`src/rtl/uart_pkg.sv`:
```
// Shared types and constants for the UART baud-tick scheduler.
// Supplies fallback values for the SOURCE_CLK / Output_frequency build macros.
`ifndef SOURCE_CLK
`define SOURCE_CLK 50000000
`endif
`ifndef Output_frequency
`define Output_frequency 115200
`endif

package uart_pkg;

    localparam int unsigned OVS_DEFAULT = 16;

    typedef enum logic [1:0] {
        ST_IDLE = 2'd0,
        ST_RUN  = 2'd1,
        ST_PEND = 2'd2
    } sched_state_e;

    // Source clocks per oversample tick for a given baud rate.
    function automatic int unsigned default_div(input int unsigned src_clk,
                                                input int unsigned baud,
                                                input int unsigned ovs);
        return src_clk / (baud * ovs);
    endfunction

endpackage

```
`src/rtl/baud_div_ctr.sv`:
```
// Loadable modulo-N counter with synchronous clear; wrap is high on the
// last count of each period while enabled.
module baud_div_ctr #(
    parameter int unsigned CW = 32
) (
    input  logic          src_clk,
    input  logic          rst,
    input  logic          clr,
    input  logic          en,
    input  logic [CW-1:0] div,
    output logic          wrap
);

    logic [CW-1:0] cnt_reg;
    logic          at_top;

    // >= rather than == so a divisor shrinking mid-count cannot run away.
    assign at_top = (cnt_reg >= div - CW'(1));
    assign wrap   = en & at_top;

    always_ff @(posedge src_clk) begin
        if (rst || clr) begin
            cnt_reg <= '0;
        end else if (en) begin
            cnt_reg <= at_top ? '0 : cnt_reg + CW'(1);
        end
    end

endmodule

```
`src/rtl/uart_baud_sched.sv`:
```
// Baud-tick scheduler: shared divider, TX/RX sub-counters and deferred reconfig.
// UART_BAUD_DEFAULT_LOAD_EN selects a non-zero reset divisor from SRC_CLK/DEFAULT_BAUD.
`ifndef SOURCE_CLK
`define SOURCE_CLK 50000000
`endif
`ifndef Output_frequency
`define Output_frequency 115200
`endif

module uart_baud_sched
    import uart_pkg::*;
#(
    parameter int unsigned SRC_CLK      = `SOURCE_CLK,
    parameter int unsigned DEFAULT_BAUD = `Output_frequency,
    parameter int unsigned OVS          = OVS_DEFAULT,
    parameter int unsigned CW           = 32
) (
    input  logic          src_clk,
    input  logic          rst,
    input  logic [CW-1:0] cfg_div,
    input  logic          cfg_wr,
    output logic          cfg_ack,
    output logic          cfg_err,
    input  logic          tx_en,
    input  logic          rx_en,
    input  logic          rx_start,
    output logic          ovs_tick,
    output logic          tx_tick,
    output logic          rx_sample,
    output logic          busy
);

    localparam int unsigned SW = $clog2(OVS);
    localparam logic [SW-1:0] TX_LAST = SW'(OVS - 1);
    localparam logic [SW-1:0] RX_MID  = SW'(OVS / 2 - 1);

`ifdef UART_BAUD_DEFAULT_LOAD_EN
    localparam bit DEFAULT_LOAD = 1'b1;
`else
    localparam bit DEFAULT_LOAD = 1'b0;
`endif
    localparam logic [CW-1:0] ACTIVE_DIV_RST =
        DEFAULT_LOAD ? CW'(default_div(SRC_CLK, DEFAULT_BAUD, OVS)) : '0;

    sched_state_e  state_reg;
    logic [CW-1:0] active_div_reg;
    logic [CW-1:0] shadow_div_reg;
    logic [SW-1:0] tx_sub_reg;
    logic [SW-1:0] rx_sub_reg;
    logic          ovs_tick_reg;
    logic          tx_tick_reg;
    logic          rx_sample_reg;
    logic          cfg_ack_reg;
    logic          cfg_err_reg;
    logic          busy_reg;

    logic          running;
    logic          run;
    logic          cfg_ok;
    logic          cfg_load;
    logic          div_wrap;
    logic          bit_end;
    logic          ctr_clr;

    always_comb begin
        running  = (state_reg != ST_IDLE);
        run      = tx_en | rx_en;
        cfg_ok   = (cfg_div >= CW'(2));
        cfg_load = cfg_wr & cfg_ok;
        bit_end  = div_wrap & (tx_sub_reg == TX_LAST);
        // Counters restart on every entry to RUN and whenever a new divisor lands.
        ctr_clr  = ~running | ~run | ((state_reg == ST_PEND) & bit_end);
    end

    baud_div_ctr #(
        .CW(CW)
    ) u_div (
        .src_clk (src_clk),
        .rst     (rst),
        .clr     (ctr_clr),
        .en      (running),
        .div     (active_div_reg),
        .wrap    (div_wrap)
    );

    always_ff @(posedge src_clk) begin
        if (rst) begin
            state_reg      <= ST_IDLE;
            active_div_reg <= ACTIVE_DIV_RST;
            shadow_div_reg <= '0;
            tx_sub_reg     <= '0;
            rx_sub_reg     <= '0;
            ovs_tick_reg   <= 1'b0;
            tx_tick_reg    <= 1'b0;
            rx_sample_reg  <= 1'b0;
            cfg_ack_reg    <= 1'b0;
            cfg_err_reg    <= 1'b0;
            busy_reg       <= 1'b0;
        end else begin
            ovs_tick_reg  <= div_wrap;
            tx_tick_reg   <= bit_end & tx_en;
            rx_sample_reg <= div_wrap & (rx_sub_reg == RX_MID) & rx_en;
            cfg_err_reg   <= cfg_wr & ~cfg_ok;
            cfg_ack_reg   <= 1'b0;

            if (ctr_clr) begin
                tx_sub_reg <= '0;
            end else if (div_wrap) begin
                tx_sub_reg <= tx_sub_reg + SW'(1);
            end

            // A start bit realigns the RX phase even on a divider wrap.
            if (ctr_clr || rx_start) begin
                rx_sub_reg <= '0;
            end else if (div_wrap) begin
                rx_sub_reg <= rx_sub_reg + SW'(1);
            end

            case (state_reg)
                ST_IDLE: begin
                    if (cfg_load) begin
                        active_div_reg <= cfg_div;
                        cfg_ack_reg    <= 1'b1;
                    end
                    if (run && active_div_reg >= CW'(2)) begin
                        state_reg <= ST_RUN;
                        busy_reg  <= 1'b1;
                    end
                end
                ST_RUN: begin
                    if (!run) begin
                        state_reg <= ST_IDLE;
                        busy_reg  <= 1'b0;
                        if (cfg_load) begin
                            active_div_reg <= cfg_div;
                            cfg_ack_reg    <= 1'b1;
                        end
                    end else if (cfg_load) begin
                        shadow_div_reg <= cfg_div;
                        state_reg      <= ST_PEND;
                    end
                end
                ST_PEND: begin
                    // A write landing on the apply cycle wins over the older shadow.
                    if (!run || bit_end) begin
                        active_div_reg <= cfg_load ? cfg_div : shadow_div_reg;
                        cfg_ack_reg    <= 1'b1;
                        state_reg      <= run ? ST_RUN : ST_IDLE;
                        busy_reg       <= run;
                    end else if (cfg_load) begin
                        shadow_div_reg <= cfg_div;
                    end
                end
                default: begin
                    state_reg <= ST_IDLE;
                    busy_reg  <= 1'b0;
                end
            endcase
        end
    end

    assign ovs_tick  = ovs_tick_reg;
    assign tx_tick   = tx_tick_reg;
    assign rx_sample = rx_sample_reg;
    assign cfg_ack   = cfg_ack_reg;
    assign cfg_err   = cfg_err_reg;
    assign busy      = busy_reg;

endmodule

```
`config.mk`:
```
export PLATFORM = sky130hd
export DESIGN_NAME = uart_baud_sched
export DESIGN_NICKNAME = d
export VERILOG_FILES = /design/src/rtl/uart_pkg.sv /design/src/rtl/baud_div_ctr.sv /design/src/rtl/uart_baud_sched.sv
export SDC_FILE = /design/constraint.sdc
export NUM_CORES = 1
export LEC_CHECK = 0
export ABC_CLOCK_PERIOD_IN_PS = 11170
export CORE_ASPECT_RATIO = 0.8
export CORE_MARGIN = 2
export CORE_UTILIZATION = 32
export CTS_BUF_LIST = sky130_fd_sc_hd__clkbuf_4 sky130_fd_sc_hd__clkbuf_8
export DETAILED_ROUTE_END_ITERATION = 16
export SETUP_SLACK_MARGIN = 0.1
export SLEW_MARGIN = 0
export SYNTH_ARGS = -nofsm -noshare
export SYNTH_HDL_FRONTEND = slang
export SYNTH_HIERARCHICAL = 1
export SYNTH_SLANG_ARGS = --single-unit
```
`constraint.sdc`:
```
create_clock -name src_clk -period 11.17 [get_ports src_clk]
set_input_delay 2.234 -clock src_clk [delete_from_list [all_inputs] [get_ports src_clk]]
set_output_delay 2.234 -clock src_clk [all_outputs]
set_load 0.03 [all_outputs]
```
Word level (Yosys, flattened, before mapping)
Cells that the tools add are included.
Widths: inputs -> output; s select.
{"block": "totals", "input_bits": 38, "word_cells": 81, "reg_bits": 112, "output_inout_bits": 6}
{"block": "op_classes", "magnitude_cmp": 3, "addsub": 4, "n_mux": 23, "n_bitwise": 14, "eq_ne": 10, "n_reduce_logical": 15}
{"cell": "$mux 32", "n": 7}
{"cell": "$pmux 32 s3", "n": 1}
{"cell": "$ge 32x2->1 const B", "n": 2}
{"cell": "$pmux 32 s2", "n": 1}
{"cell": "$add 32x1->32 const B", "n": 1}
{"cell": "$ge 32x32->1", "n": 1}
{"cell": "$sub 32x1->32 const B", "n": 1}
{"cell": "$reduce_and 3->1", "n": 4}
{"cell": "$add 4x1->4 const B", "n": 2}
{"cell": "$and 1x1->1", "n": 8}
{"cell": "$mux 2", "n": 4}
{"cell": "$ne 2x2->1 const B", "n": 4}
{"cell": "$mux 1", "n": 7}
{"cell": "$pmux 1 s3", "n": 2}
{"cell": "$pmux 2 s3", "n": 1}
{"cell": "$eq 4x3->1 const B", "n": 1}
{"cell": "$eq 4x4->1 const B", "n": 1}
{"cell": "$reduce_bool 2->1", "n": 2}
{"cell": "$reduce_or 2->1", "n": 2}
{"cell": "$logic_or 1x1->1", "n": 3}
{"cell": "$ne 3x3->1 const B", "n": 1}
{"cell": "$not 1->1", "n": 3}
{"cell": "$or 1x1->1", "n": 3}
{"cell": "$reduce_bool 3->1", "n": 1}
{"cell": "6 further kinds", "n": 6}

Depth between registers and ports, before layout
{"block": "depth", "word_depth": 8, "mapped_depth": 22, "depth_no_buf": 19}

Cells and area by module
The synthesis kept the hierarchy.
{"mod": "uart_baud_sched", "area_each_um2": 3505.9, "instances": 1, "cells_per_inst": 386, "seq_area_each_um2": 1601.5}
{"mod": "baud_div_ctr", "area_each_um2": 2662.6, "instances": 1, "cells_per_inst": 328, "seq_area_each_um2": 640.6}

Worst setup path before layout
Ideal clock, no wire load.
{"block": "synth_path", "path_type": "register -> register", "startpoint": "reg active_div_reg[11]", "endpoint": "reg u_div.cnt_reg[21]", "required_ns": 11.042, "path_stages_with_launch": 23, "arrival_ns": 4.812, "setup_slack_ns": 6.230, "n_path_buf": 4, "setup_time_ns": 0.128, "period_less_slack_ns": 4.940, "cell_sequence": "dfxtp_1 -> or4_4 -> or3_1 -> buf_2 -> or4_4 -> nand2b_4 -> nor4_4 -> xnor2_1 -> ha_1 -> nand4_1 -> nor3_1 -> nor2b_1 -> o21ai_1 -> o21ai_0 -> buf_2 -> and4_1 -> nor2_1 -> a21oi_1 -> nor2_1 -> o211ai_1 -> clkbuf_1 -> clkbuf_1 -> nor2_1"}
{"block": "synth_via", "elab_chain_cells": 7, "word_cells_on_any_way": 8, "cone_classes": "add/sub (1); order compare (1); mux (1); bitwise (4); reduce/logical (1)"}
{"element": "start: declaration", "line_no": "uart_baud_sched.sv:46", "source": "logic [CW-1:0] active_div_reg;"}
{"element": "start signal: assignment", "line_no": "uart_baud_sched.sv:122", "source": "active_div_reg <= cfg_div;"}
{"element": "start signal: assignment", "line_no": "uart_baud_sched.sv:135", "source": "active_div_reg <= cfg_div;"}
{"element": "start signal: assignment", "line_no": "uart_baud_sched.sv:146", "source": "active_div_reg <= cfg_load ? cfg_div : shadow_div_reg;"}
{"element": "$sub 32x1->32", "line_no": "baud_div_ctr.sv:18", "source": "assign at_top = (cnt_reg >= div - CW'(1));"}
{"element": "$ge 32x32->1", "line_no": "baud_div_ctr.sv:18"}
{"element": "$and 1x1->1", "line_no": "baud_div_ctr.sv:19", "source": "assign wrap = en & at_top;"}
{"element": "named net div_wrap", "line_no": "uart_baud_sched.sv:61", "source": "logic div_wrap;"}
{"element": "$and 1x1->1", "line_no": "uart_baud_sched.sv:70", "source": "bit_end = div_wrap & (tx_sub_reg == TX_LAST);"}
{"element": "$and 1x1->1", "line_no": "uart_baud_sched.sv:72", "source": "ctr_clr = ~running | ~run | ((state_reg == ST_PEND) & bit_end);"}
{"element": "$or 1x1->1", "line_no": "uart_baud_sched.sv:72"}
{"element": "named net ctr_clr", "line_no": "uart_baud_sched.sv:63", "source": "logic ctr_clr;"}
{"element": "$logic_or 1x1->1", "line_no": "baud_div_ctr.sv:22", "source": "if (rst || clr) begin"}
{"element": "end signal: assignment", "line_no": "baud_div_ctr.sv:25", "source": "cnt_reg <= at_top ? '0 : cnt_reg + CW'(1);"}
{"element": "end: declaration", "line_no": "baud_div_ctr.sv:14", "source": "logic [CW-1:0] cnt_reg;"}
The timed path passes the listed nets, and every way through them passes these cells.
A chain may end at the register's enable or synchronous reset.

Final worst setup path
{"block": "layout_path", "startpoint": "reg active_div_reg[11]", "endpoint": "reg active_div_reg[7]"}
{"block": "layout_via", "elab_chain_cells": 7}
{"element": "$sub 32x1->32", "line_no": "baud_div_ctr.sv:18"}
{"element": "$ge 32x32->1", "line_no": "baud_div_ctr.sv:18"}
{"element": "$and 1x1->1", "line_no": "baud_div_ctr.sv:19"}
{"element": "named net div_wrap", "line_no": "uart_baud_sched.sv:61"}
{"element": "$and 1x1->1", "line_no": "uart_baud_sched.sv:70"}
{"element": "$logic_or 1x1->1", "line_no": "uart_baud_sched.sv:145", "source": "if (!run || bit_end) begin"}
{"element": "$ne 2x1->1 (no line)"}
{"element": "$reduce_and 3->1 (no line)"}
The timed path passes the listed nets, and every way through them passes these cells.

==> summary.txt <==
Layout
  • Most frequent cells in the layout: dfxtp_1, nor2_1, o21ai_0, nand2_1, clkdlybuf4s50_1
  • Synthesis-to-finish area growth: 14.0%
  • Share of cells above drive strength 1: 5.91%
  • Commonest non-fill, non-tap cell in the layout: dfxtp_1
  • Final net count: about 810
  • Antenna cell count: 0

Setup path
  • Arr. time, crit path: 5.82 ns
  • Type of origin of the critical path: flop
  • Max stage delay cell, worst path: a21o_1
  • Setup CP Type: flop to flop
  • Top delay family on crit path: simple AND/OR/NAND/NOR gates
  • CP Capture Type: flop
  • CP required: roughly 12 ns
  • Crit path max fanout: 33
  • Critical-path cell list: or4_4, or3_1, or4_4, nand2b_4, nor4_4, xnor2_1, ha_1, nand4_1, nor3_1, nor2b_1, o21ai_1, o21ai_0, buf_4, and4_1, nor2_1, nor3_1, a21o_1, a22o_2
  • Worst Path Buf+Inv: 1
  • Slowest stage delay, CP: 0.79 ns

Worst hold path
  • Worst min path class: flop to flop

Global route
  • Vias in the first global route: 4686
  • Pin count of the biggest net entering global routing: 43
  • GRT Total Usage: 14.8%
  • Total grt overflow: 0
  • First-pass GRT wire length: 24.6 mm
  • Initial antenna violation count: 0

Floorplan
  • Initial Util: approximately a third
  • Die Y: ~130 um
  • Row cnt: 45
  • Ports: 44
  • Die area: 20400 um^2
  • Die Width: 159 um
  • Core area: 18900 um^2

Route
  • Vias/cell: approximately 5.2
  • DRT Wirelength: 14.9 mm
  • Iter 0 DRT Violations: 362
  • Drt drc: 0
  • Pre-antenna DRT Iters: 5
  • DR WL/cell: 14.9 um
  • Vias: 5181
  • Antenna viol nets, final: 0

Power and ir drop
  • LEAKAGE: roughly 2.7 nW
  • P per Cell Area: 128 nW/um^2
  • VDD IR max: approximately 62 uV
  • Total power: ~900 uW

Logic synthesis
  • Post-synth EDFFs: 0
  • Async SR Flop Fraction: 0%
  • Syn avg cell area: 8.64 um^2
  • Cells after synthesis: 714
  • Synth Register Bits: 112
  • Post-Syn Area: 6170 um^2
  • Post-Syn Nets: 788
  • Dominant synthesized flop cell: dfxtp_1
  • Seq/Total Area, Yosys: 36.3%
  • Yosys Warn Count: 6
  • Netlist cell types: between 50 and 60

CTS
  • CTS Buf Count: 9
  • Cts repair resizes: 0
  • Clock slew at reported path FFs: 0.11 ns
  • Clk Latency, worst-skew pair: a little under 0.4 ns
  • Post-CTS Setup Bufs: 0
  • # hold bufs at CTS: 0
  • TritonCTS Sinks: 112
  • TritonCTS clock tree: yes
  • CTS HTree Levels: 3
  • Clock Path Buffers: 2
  • Root Driver: clkbuf_8

Timing
  • WHS: 0.477 ns
  • Max-slew violations: 0
  • Slew @ Worst Pin: 1.19 ns
  • Final worst-path cycle share: 49.1%
  • TNS Setup: 0 ns
  • Tmin final: 5.49 ns
  • RSZ-0062 raised after global routing: false
  • Maximum operating frequency: 0.182 GHz
  • Hold Vio Cnt, Final: 0
  • Final Setup Violations: 0
  • Relative slew slack: between 20 and 25%
  • Post-route clock skew: around 0.02 ns

Place
  • Routability cong.: 0.807
  • DP HPWL: 10.8 mm
  • Buffers on Ports: 43

Run status
  • Status: finished, final reports clean

Run
  • Max cap viols: 0
[per-stage QoR]
step,util [%],setup slack [ns],std cells,instance area [um^2]
2_1_floorplan,-,6.23,714,6170
3_3_place_gp,36.0,5.86,986,6800
3_5_place_dp,36.0,5.79,986,6800
4_1_cts,37.2,5.71,1002,7030
5_1_grt,37.2,5.21,1002,7030
6_report,37.2,5.68,1002,7030
[synth_stat cells (all sizes together), types with 13 or more instances]
library cell / count / area, um^2
a22o: 32 / 282
xnor2: 33 / 289
mux2i: 34 / 340
nor4: 26 / 215
nand2: 58 / 218
ha: 36 / 450
xor2: 31 / 272
nor3: 23 / 115
clkbuf: 24 / 90.1
nor2: 100 / 375
buf: 13 / 103
nand3: 15 / 75.1
nand4: 27 / 175
dfxtp: 112 / 2240
o21ai: 69 / 345
[cell type report]
class / count / area (um^2)
clock buffer: 10 / 131
fill: 1985 / 11900
clock inverter: 6 / 97.6
timing repair buffer: 52 / 498
inverter: 10 / 37.5
tap: 258 / 323
multi-input combinational: 554 / 3700
sequential: 112 / 2240
[cell families (layout without fill, tap and decap cells)]
family | after synthesis | in the layout | synth area share [%]
flip-flops | 112 | 112 | 36.3
multiplexers | 34 | 34 | 5.52
adder cells (fa/ha/maj) | 36 | 36 | 7.30
AO/OA/AOI/OAI | 142 | 142 | 15.4
XOR/XNOR | 64 | 64 | 9.09
buffers and inverters | 48 | 78 | 3.87
AND/OR/NAND/NOR | 278 | 278 | 22.5
[worst reg2reg max path, stage by stage (launching register included)]
cell and delay [ns]:
dfxtp_1 0.38, or4_4 0.53, or3_1 0.43, or4_4 0.57, nand2b_4 0.17, nor4_4 0.17
xnor2_1 0.10, ha_1 0.31, nand4_1 0.15, nor3_1 0.32, nor2b_1 0.23, o21ai_1 0.12
o21ai_0 0.10, buf_4 0.21, and4_1 0.26, nor2_1 0.10, nor3_1 0.20, a21o_1 0.79
a22o_2 0.27
[power by group]
group / leakage, nW / internal [mW] / total (mW) / switching (mW)
clock: 0.117 / 0.133 / 0.283 / 0.150
sequential: 0.911 / 0.415 / 0.436 / 0.0210
combinational: 1.62 / 0.0763 / 0.179 / 0.103
[routing by layer]
metal  vias up  global-route usage (%)  share of wire, %
met5         -                       0                 0
met4         0                    2.41              0.54
met3         6                    3.04               4.8
met2       116                    21.1                40
met1      2443                    23.0                55
li1       2616                       -                 -
[path summary, 6_finish.rpt]
path | startpoint | to | slack (ns) | cells after the start
setup / recovery | active_div_reg[11] | active_div_reg[7] | 5.68 | 18
hold reg to reg | tx_sub_reg[3] | tx_tick | 0.48 | 2
setup reg to reg | active_div_reg[11] | active_div_reg[7] | 5.68 | 18
hold / removal | tx_sub_reg[3] | tx_tick | 0.48 | 2
Power figures use the tool's default switching activity.
